<file path="src/rtl/puf_crp_verifier.sv">
// rtl/puf_crp_verifier.sv - issues enrolled challenges to the RO PUF and scores responses by Hamming distance
// Optional capture-enrollment mode: define PUF_ENROLL_CAPTURE_EN.
module puf_crp_verifier #(
  parameter int NUM_CRP       = 8,
  parameter int HD_THRESH     = 1,
  parameter int START_TIMEOUT = 16,
  parameter int MEAS_TIMEOUT  = 10000000,
  parameter int SETTLE_CYCLES = 2
) (
  input  logic                             CLK,
  input  logic                             RESET,
  input  logic                             START,
  input  logic                             ENR_WE,
  input  logic [$clog2(NUM_CRP)-1:0]       ENR_ADDR,
  input  logic [6:0]                       ENR_CHAL,
  input  logic [7:0]                       ENR_RESP,
  input  logic                             ENROLL,
  output logic [7:0]                       PUF_CHALLENGE,
  input  logic [7:0]                       PUF_RESPONSE,
  input  logic                             PUF_DONE,
  output logic                             BUSY,
  output logic                             VERIFY_DONE,
  output logic                             PASS,
  output logic                             ERR_TIMEOUT,
  output logic [$clog2(NUM_CRP+1)-1:0]     FAIL_COUNT,
  output logic [$clog2(8*NUM_CRP+1)-1:0]   HD_TOTAL
);
  localparam int IW   = $clog2(NUM_CRP);
  localparam int FW   = $clog2(NUM_CRP + 1);
  localparam int HW   = $clog2(8 * NUM_CRP + 1);
  localparam int TMAX = ((MEAS_TIMEOUT > START_TIMEOUT) ? MEAS_TIMEOUT : START_TIMEOUT) > SETTLE_CYCLES ?
                        ((MEAS_TIMEOUT > START_TIMEOUT) ? MEAS_TIMEOUT : START_TIMEOUT) : SETTLE_CYCLES;
  localparam int TW   = $clog2(TMAX + 2);
  localparam logic [TW-1:0] START_LIM  = TW'(START_TIMEOUT);
  localparam logic [TW-1:0] MEAS_LIM   = TW'(MEAS_TIMEOUT);
  localparam logic [TW-1:0] SETTLE_LIM = TW'(SETTLE_CYCLES);
  localparam logic [IW-1:0] LAST_IDX   = IW'(NUM_CRP - 1);
  localparam logic [3:0]    THRESH     = 4'(HD_THRESH);

  typedef enum logic [2:0] {
    S_IDLE, S_SCAN, S_APPLY, S_WAIT_START, S_WAIT_DONE, S_SETTLE, S_COMPARE, S_FINISH
  } state_t;

  state_t              state_q, state_d;
  logic [IW-1:0]       idx_q, idx_d;
  logic [TW-1:0]       timer_q, timer_d, timer_inc;
  logic [7:0]          challenge_q, challenge_d;
  logic                last_parity_q, last_parity_d;
  logic                busy_q, busy_d;
  logic                verify_done_q, verify_done_d;
  logic                pass_q, pass_d;
  logic                err_timeout_q, err_timeout_d;
  logic                capture_q, capture_d;
  logic [FW-1:0]       fail_count_q, fail_count_d;
  logic [HW-1:0]       hd_total_q, hd_total_d;
  logic [NUM_CRP-1:0]  valid_q, valid_d;
  logic [6:0]          chal_q [NUM_CRP];
  logic [6:0]          chal_d [NUM_CRP];
  logic [7:0]          resp_q [NUM_CRP];
  logic [7:0]          resp_d [NUM_CRP];
  logic [3:0]          hd;
  logic [HW:0]         hd_sum;

`ifndef PUF_ENROLL_CAPTURE_EN
  logic unused_enroll;
  assign unused_enroll = ENROLL;
`endif

  function automatic logic [3:0] popcnt8(input logic [7:0] v);
    logic [3:0] n;
    n = '0;
    for (int i = 0; i < 8; i++) n = n + {3'b000, v[i]};
    return n;
  endfunction

  assign hd        = popcnt8(PUF_RESPONSE ^ resp_q[idx_q]);
  assign hd_sum    = {1'b0, hd_total_q} + (HW+1)'(hd);
  assign timer_inc = (timer_q == '1) ? timer_q : timer_q + TW'(1);

  always_comb begin
    state_d       = state_q;
    idx_d         = idx_q;
    timer_d       = timer_q;
    challenge_d   = challenge_q;
    last_parity_d = last_parity_q;
    busy_d        = busy_q;
    verify_done_d = 1'b0;
    pass_d        = pass_q;
    err_timeout_d = err_timeout_q;
    capture_d     = capture_q;
    fail_count_d  = fail_count_q;
    hd_total_d    = hd_total_q;
    valid_d       = valid_q;
    chal_d        = chal_q;
    resp_d        = resp_q;
    unique case (state_q)
      S_IDLE: begin
        if (ENR_WE) begin
          valid_d[ENR_ADDR] = 1'b1;
          chal_d[ENR_ADDR]  = ENR_CHAL;
          resp_d[ENR_ADDR]  = ENR_RESP;
        end
        if (START) begin
          fail_count_d  = '0;
          hd_total_d    = '0;
          pass_d        = 1'b0;
          err_timeout_d = 1'b0;
          idx_d         = '0;
          busy_d        = 1'b1;
`ifdef PUF_ENROLL_CAPTURE_EN
          capture_d     = ENROLL;
`else
          capture_d     = 1'b0;
`endif
          state_d       = S_SCAN;
        end
      end
      S_SCAN: begin
        if (valid_q[idx_q])        state_d = S_APPLY;
        else if (idx_q == LAST_IDX) state_d = S_FINISH;
        else                        idx_d = idx_q + IW'(1);
      end
      S_APPLY: begin
        // Bit 7 forces the byte parity to differ from the previous apply so the PUF always restarts.
        challenge_d   = {~last_parity_q ^ (^chal_q[idx_q]), chal_q[idx_q]};
        last_parity_d = ~last_parity_q;
        timer_d       = '0;
        state_d       = S_WAIT_START;
      end
      S_WAIT_START: begin
        if (!PUF_DONE) begin
          timer_d = '0;
          state_d = S_WAIT_DONE;
        end else if (timer_inc > START_LIM) begin
          err_timeout_d = 1'b1;
          state_d       = S_FINISH;
        end else timer_d = timer_inc;
      end
      S_WAIT_DONE: begin
        if (PUF_DONE) begin
          timer_d = '0;
          state_d = S_SETTLE;
        end else if (timer_inc > MEAS_LIM) begin
          err_timeout_d = 1'b1;
          state_d       = S_FINISH;
        end else timer_d = timer_inc;
      end
      S_SETTLE: begin
        if (timer_inc >= SETTLE_LIM) state_d = S_COMPARE;
        else                         timer_d = timer_inc;
      end
      S_COMPARE: begin
        if (capture_q) resp_d[idx_q] = PUF_RESPONSE;
        else begin
          hd_total_d = hd_sum[HW] ? '1 : hd_sum[HW-1:0];
          if (hd > THRESH && fail_count_q != '1) fail_count_d = fail_count_q + FW'(1);
        end
        if (idx_q == LAST_IDX) state_d = S_FINISH;
        else begin
          idx_d   = idx_q + IW'(1);
          state_d = S_SCAN;
        end
      end
      S_FINISH: begin
        pass_d        = capture_q ? !err_timeout_q
                                  : (!err_timeout_q && fail_count_q == '0 && |valid_q);
        verify_done_d = 1'b1;
        busy_d        = 1'b0;
        state_d       = S_IDLE;
      end
      default: state_d = S_IDLE;
    endcase
  end

  always_ff @(posedge CLK or posedge RESET) begin
    if (RESET) begin
      state_q       <= S_IDLE;
      idx_q         <= '0;
      timer_q       <= '0;
      challenge_q   <= '0;
      last_parity_q <= 1'b0;
      busy_q        <= 1'b0;
      verify_done_q <= 1'b0;
      pass_q        <= 1'b0;
      err_timeout_q <= 1'b0;
      capture_q     <= 1'b0;
      fail_count_q  <= '0;
      hd_total_q    <= '0;
      valid_q       <= '0;
      for (int i = 0; i < NUM_CRP; i++) begin
        chal_q[i] <= '0;
        resp_q[i] <= '0;
      end
    end else begin
      state_q       <= state_d;
      idx_q         <= idx_d;
      timer_q       <= timer_d;
      challenge_q   <= challenge_d;
      last_parity_q <= last_parity_d;
      busy_q        <= busy_d;
      verify_done_q <= verify_done_d;
      pass_q        <= pass_d;
      err_timeout_q <= err_timeout_d;
      capture_q     <= capture_d;
      fail_count_q  <= fail_count_d;
      hd_total_q    <= hd_total_d;
      valid_q       <= valid_d;
      chal_q        <= chal_d;
      resp_q        <= resp_d;
    end
  end

  assign PUF_CHALLENGE = challenge_q;
  assign BUSY          = busy_q;
  assign VERIFY_DONE   = verify_done_q;
  assign PASS          = pass_q;
  assign ERR_TIMEOUT   = err_timeout_q;
  assign FAIL_COUNT    = fail_count_q;
  assign HD_TOTAL      = hd_total_q;
endmodule

</file>
<file path="config.mk">
export PLATFORM = sky130hd
export DESIGN_NAME = puf_crp_verifier
export DESIGN_NICKNAME = d
export VERILOG_FILES = /design/src/rtl/puf_crp_verifier.sv
export SDC_FILE = /design/constraint.sdc
export NUM_CORES = 1
export LEC_CHECK = 0
export CORE_MARGIN = 10
export CORE_UTILIZATION = 45
export DETAILED_ROUTE_END_ITERATION = 8
export PLACE_DENSITY = 0.62
export RECOVER_POWER = 100
export SLEW_MARGIN = 20
export SYNTH_ARGS = -nofsm -noshare
export SYNTH_HDL_FRONTEND = slang
export SYNTH_SLANG_ARGS = --single-unit
export TNS_END_PERCENT = 30
</file>
<file path="constraint.sdc">
create_clock -name CLK -period 8 [get_ports CLK]
set_clock_uncertainty 0.2 [all_clocks]
set_input_delay 1.6 -clock CLK [delete_from_list [all_inputs] [get_ports CLK]]
set_output_delay 1.6 -clock CLK [all_outputs]
set_load 0.05 [all_outputs]
</file>
# [Word level (Yosys, flattened, before mapping)]
# Index checks and enable logic that the tools add are counted.
# Widths: inputs -> output; s select.
[word_totals] output_inout_bits=23 ff_bits=182 in_bits=32
[classes] add_sub_neg=11 order_cmp=10 muxes=55 n_reduce_logical=24 bitwise_logic=7 n_eq_ne=25
[ops] op="$mux 24" count=6
[ops] op="$mux 64" count=2
[ops] op="$pmux 24 s4" count=1
[ops] op="$bwmux 64" count=1
[ops] op="$bwmux 56" count=1
[ops] op="$mux 3" count=12
[ops] op="$mux 7" count=5
[ops] op="$add 24x1->24 const B" count=1
[ops] op="$bmux 8 s3" count=1
[ops] op="$demux 8 s3" count=1
[ops] op="$eq 24x24->1 const B" count=1
[ops] op="$ge 24x2->1 const B" count=1
[ops] op="$gt 24x24->1 const B" count=1
[ops] op="$gt 24x5->1 const B" count=1
[ops] op="$mux 8" count=3
[ops] op="$pmux 3 s8" count=1
[ops] op="$bmux 7 s3" count=1
[ops] op="$demux 7 s3" count=1
[ops] op="$ne 2x2->1 const B" count=10
[ops] op="$add 4x1->4" count=4
[ops] op="$eq 3x3->1 const B" count=5
[ops] op="$ne 3x3->1 const B" count=5
[ops] op="$pmux 7 s2" count=1
[ops] op="$mux 1" count=9
[ops] op="40 further kinds" count=57

# [Longest topological paths before layout]
[depth] depth_word=16 ltp_mapped=26

# [Worst setup path after synthesis]
# OpenSTA, ideal clock, no wires.
[synth_path] path_kind="register to register" from="reg idx_q[0]" to="reg hd_total_q[4], in the netlist HD_TOTAL[4]" setup_time_ns=0.131 path_buffers=4 arrival_ns=6.382 period_less_slack_ns=6.713 path_stages_with_launch=27 required_ns=7.669 path_slack_ns=1.287 cell_sequence="dfrtp_1 -> buf_2 -> buf_1 -> clkbuf_1 -> buf_2 -> mux4_2 -> mux2i_1 -> xnor2_1 -> fa_1 -> fa_1 -> inv_1 -> fa_1 -> inv_1 -> ha_1 -> inv_1 -> fa_1 -> xnor2_1 -> ha_1 -> a21oi_1 -> nand2_1 -> a21o_1 -> nand2_1 -> inv_1 -> nand3_1 -> nand2b_1 -> a21oi_1 -> a211oi_1"
[synth_between] elab_chain_len=15
[synth_rtl] element="start: declaration" line="45" rtl="logic [IW-1:0] idx_q, idx_d;"
[synth_rtl] element="start signal: assignment" line="196" rtl="idx_q <= idx_d;"
[synth_rtl] element="$not 3->4 (not written as such) (*)" line="76" rtl="assign hd = popcnt8(PUF_RESPONSE ^ resp_q[idx_q]);"
[synth_rtl] element="$bmux 8 s3 (*)" line="76"
[synth_rtl] element="$mux 8 (not written as such) (*) (2 in series)" line="76"
[synth_rtl] element="$xor 8x8->8 (*)" line="76"
[synth_rtl] element="$add 1x1->2" line="72" rtl="for (int i = 0; i < 8; i++) n = n + {3'b000, v[i]};"
[synth_rtl] element="$add 2x1->3" line="72"
[synth_rtl] element="$add 3x1->4" line="72"
[synth_rtl] element="$add 4x1->4 (3 in series)" line="72"
[synth_rtl] element="$add 4x1->4 (*)" line="72"
[synth_rtl] element="$add 7x4->8 (*)" line="77" rtl="assign hd_sum = {1'b0, hd_total_q} + (HW+1)'(hd);"
[synth_rtl] element="$mux 7 (*)" line="155" rtl="hd_total_d = hd_sum[HW] ? '1 : hd_sum[HW-1:0];"
[synth_rtl] element="$pmux 7 s2 (*)" line="96" rtl="unique case (state_q)"
[synth_rtl] element="end signal: assignment" line="206" rtl="hd_total_q <= hd_total_d;"
[synth_rtl] element="end: declaration" line="55" rtl="logic [HW-1:0] hd_total_q, hd_total_d;"
# Every way passes the cells marked *; elsewhere a longest branch is shown, timed or not. The select of a mux whose other input is x is not followed.
# A chain may end at the register's enable or synchronous reset.

# [Worst setup path in the final report]
# Ends and elaborated chain as after synthesis.

==> results by group <==
Status
  – Status: finished with violations
  – Violated checks: capacitance limit, slew limit

Worst setup path
  – Crit path launch type: register
  – Crit. End Element: register
  – Critical Path RT: about 8.1 ns
  – Crit-path cells: mux4_2 > mux2i_1 > xnor2_1 > fa_1 > fa_1 > inv_1 > fa_1 > inv_1 > ha_1 > inv_1 > fa_1 > xnor2_1 > ha_1 > a21oi_1 > nand2_1 > a21o_1 > nand2_1 > inv_1 > nand3_1 > nand2b_1 > a21oi_1 > a211oi_1
  – Slowest-stage cell, CP: dfrtp_1
  – Flop2flop setup slack: between 1 and 1.5 ns
  – Crit path kind: reg -> reg
  – Max FO, Critical Path: 19
  – Critical path data arrival time: ~6.7 ns
  – Slowest stage delay, CP: 1.13 ns

Power
  – VDD IR max: between 0.2 and 0.3 mV
  – Pleak: ~4.9 nW
  – Design Power: approximately 0.0048 W
  – PwrDens: between 400 and 500 nW/um2

Clock tree
  – CTS-repair resized insts: 0
  – CTS HTree Levels: 4
  – CTS tree: built
  – CTS buffer count: 17
  – Root Buffer: clkbuf_16
  – Latest clock arrival within the worst-skew pair: 0.44 ns
  – Sink Count: 182
  – Clock Pin Slew Worst Setup and Hold Paths: approximately 0.08 ns
  – Post-CTS Hold Buffers: 0
  – CTS Buffer Depth: 2
  – Post-CTS setup buffer count: 0

Die
  – Initial cell density of the core: a little under half
  – Die X: 168 um
  – Die area: 28,300 um2
  – I/O Pins: 55
  – Core area: ~22,000 um2
  – Die H: roughly 170 um
  – Row count: 54

Routing
  – Routed vias: between 6,000 and 7,000
  – Initial DRC count: roughly 520
  – M1 wire length: between 10,000 and 15,000 um
  – Max layer used: met4
  – DRC Markers: 0
  – Drt via density: between 5 and 6
  – Pre-Repair DR Iteration Count: 5
  – Detailed Route WL: around 23,000 um
  – Antenna viol nets, final: 0
  – WL met3: about 940 um
  – Wire per inst: about 20 um
  – Met2 wire length: 10,800 um

Yosys
  – Cells after synthesis: 827
  – Top_reg_cell synth: dfrtp_1
  – Synth area leaders: dfrtp_1 46%, mux2_2 14%, mux4_2 7.3%, xnor2_1 1.7%, ha_1 1.6%
  – Synth cell types: 80
  – Synth Area in Adders: 2.65%
  – Compound-Gate Fraction of Synth Area: 10.8%
  – Synth Area per Inst: between 10 and 15 um2
  – Share of the synthesized area in the top cell type: 46.0%
  – Largest area contributor in the netlist: dfrtp_1
  – Post-synthesis mux area share: ~23%
  – Xor and xnor area share after synthesis: between 2 and 2.5%
  – Yosys warnings: 0
  – Sequential fraction of the synthesis area: between 40% and 50%
  – Largest family of logic cells by synthesized area: multiplexers
  – Mapped Area: between 9000 and 10,000 um2
  – Mapped Nets: just under 900
  – Async SR Flop Fraction: 100%
  – FF+latch count, synth: 182
  – Synth Area in Simple Gates: 12.1%
  – Post-synth EDFFs: 0

Global route
  – Largest net degree at the start of global routing: 71
  – Initial antenna violation count: 0
  – Total Routing Usage GR: 16.2%
  – Total grt overflow: 0
  – Vias in the first global route: roughly 6,700
  – First-pass GRT wire length: approximately 37,000 um

STA
  – Worst Max-Slew Pin Slew: 3.11 ns
  – Hold slack final: roughly 0.28 ns
  – Fmax: around 150 MHz
  – Fin Setup TNS: 0 ns
  – Final setup violation count: 0
  – Endpoints failing hold: 0
  – Final Cycle Share: between 80% and 90%
  – Post-route minimum period: 6.54 ns
  – Pins over their slew limit: about 100
  – Worst relative slew slack: -108%
  – Setup repair after global routing missed its margin: no

Layout
  – Share of layout cells above drive strength 1: approximately a quarter
  – Commonest non-fill, non-tap cell in the layout: dfrtp_1
  – Final net count: between 900 and 1,000
  – Ant diodes: 0
  – Synth-to-Final Area Change: 13.3%
  – Commonest non-fill, non-tap cells in the layout: 182 x dfrtp_1, 123 x mux2_2, 41 x nor2_1
  – Fill cell count: between 1,500 and 2,000

Place
  – HPWL Detailed: 15,400 um
  – Gpl congestion: 0.834
  – IO buf count: 53

Job
  – Max Cap Violations: 3

Hold path
  – Worst hold path class: reg -> reg
path summary, 6_finish.rpt:
kind / start / end / depth (start not counted)
worst max-delay path: idx_q[0] / HD_TOTAL[4] / 22
worst min-delay path: BUSY / BUSY / 2
worst max register to register: idx_q[0] / HD_TOTAL[4] / 22
worst min register to register: BUSY / BUSY / 2
max in group asynchronous: RESET / FAIL_COUNT[0] / 3
min in group asynchronous: RESET / timer_q[11] / 2
power breakdown:
group          total (W)  internal, W  switching (W)
Combinational    0.00232      0.00110        0.00122
Clock           0.000866     0.000431       0.000436
Sequential       0.00157      0.00131       0.000262
state kept, by name, indices dropped and copies added (netlist names):
name / count
resp_q: 64
chal_q: 56
timer_q: 24
PUF_CHALLENGE: 8
valid_q: 8
HD_TOTAL: 7
FAIL_COUNT: 4
idx_q: 3
state_q: 3
BUSY: 1
ERR_TIMEOUT: 1
PASS: 1
VERIFY_DONE: 1
last_parity_q: 1
worst max-delay path: cells and delay by family, from the launching register on:
family,cells,cell delay (ns)
flip-flops,1,1.13
buffers and inverters,4,0.26
AND/OR/NAND/NOR,4,0.47
XOR/XNOR,2,0.48
adder cells (fa/ha/maj),6,2.43
AO/OA/AOI/OAI,4,0.54
multiplexers,2,0.89
routing by layer:
metal	global-route usage (%)	up-vias
li1	-	3174
met1	21.9	3468
met2	25.6	128
met3	3.91	21
met4	4.09	0
met5	0	-
metrics by stage:
step	utilization, %	setup slack (ns)	instance area, um2	std cells
after floorplan	-	1.26	9900	827
after global placement	49.0	1.47	10700	1116
after detailed placement	49.0	1.40	10700	1116
after CTS	51.8	1.80	11300	1148
after global routing	51.6	1.01	11200	1148
final	51.6	1.46	11200	1148
layout make-up:
class | instances | area [um2] | area share [%]
Timing Repair Buffer | 65 | 602 | 5.36
Inverter | 23 | 87.6 | 0.781
Multi-Input combinational cell | 566 | 5000 | 44.6
Tap cell | 280 | 350 | 3.12
Sequential cell | 182 | 4550 | 40.6
Clock buffer | 17 | 425 | 3.79
Clock inverter | 15 | 198 | 1.76
cells in the mapped netlist (6+ instances only):
| cell type | instances |
|---|---|
| inv_1 | 22 |
| o21ai_0 | 29 |
| nand2_1 | 31 |
| mux2_2 | 123 |
| nand3_1 | 21 |
| ha_1 | 13 |
| xor2_1 | 7 |
| or2_2 | 7 |
| and4_1 | 10 |
| nand3b_1 | 7 |
| mux4_2 | 32 |
| xnor2_1 | 19 |
| a31oi_1 | 14 |
| nor2_1 | 40 |
| a211oi_1 | 6 |
| dfrtp_1 | 182 |
| and3_1 | 6 |
| mux2i_1 | 16 |
| a21oi_1 | 29 |
| nor4_1 | 7 |
| buf_2 | 18 |
| nor3b_1 | 6 |
| nor3_1 | 18 |
| nand4_1 | 9 |
| nand2b_1 | 7 |
| o31ai_1 | 15 |
| o22a_1 | 7 |
| clkbuf_1 | 34 |
logic make-up (layout without fill, tap and decap cells):
group                    after synthesis  in the layout
XOR/XNOR                              26             26
AO/OA/AOI/OAI                        146            146
multiplexers                         171            171
AND/OR/NAND/NOR                      205            205
buffers and inverters                 79            120
flip-flops                           182            182
adder cells (fa/ha/maj)               18             18
Power figures use the tool's default switching activity.
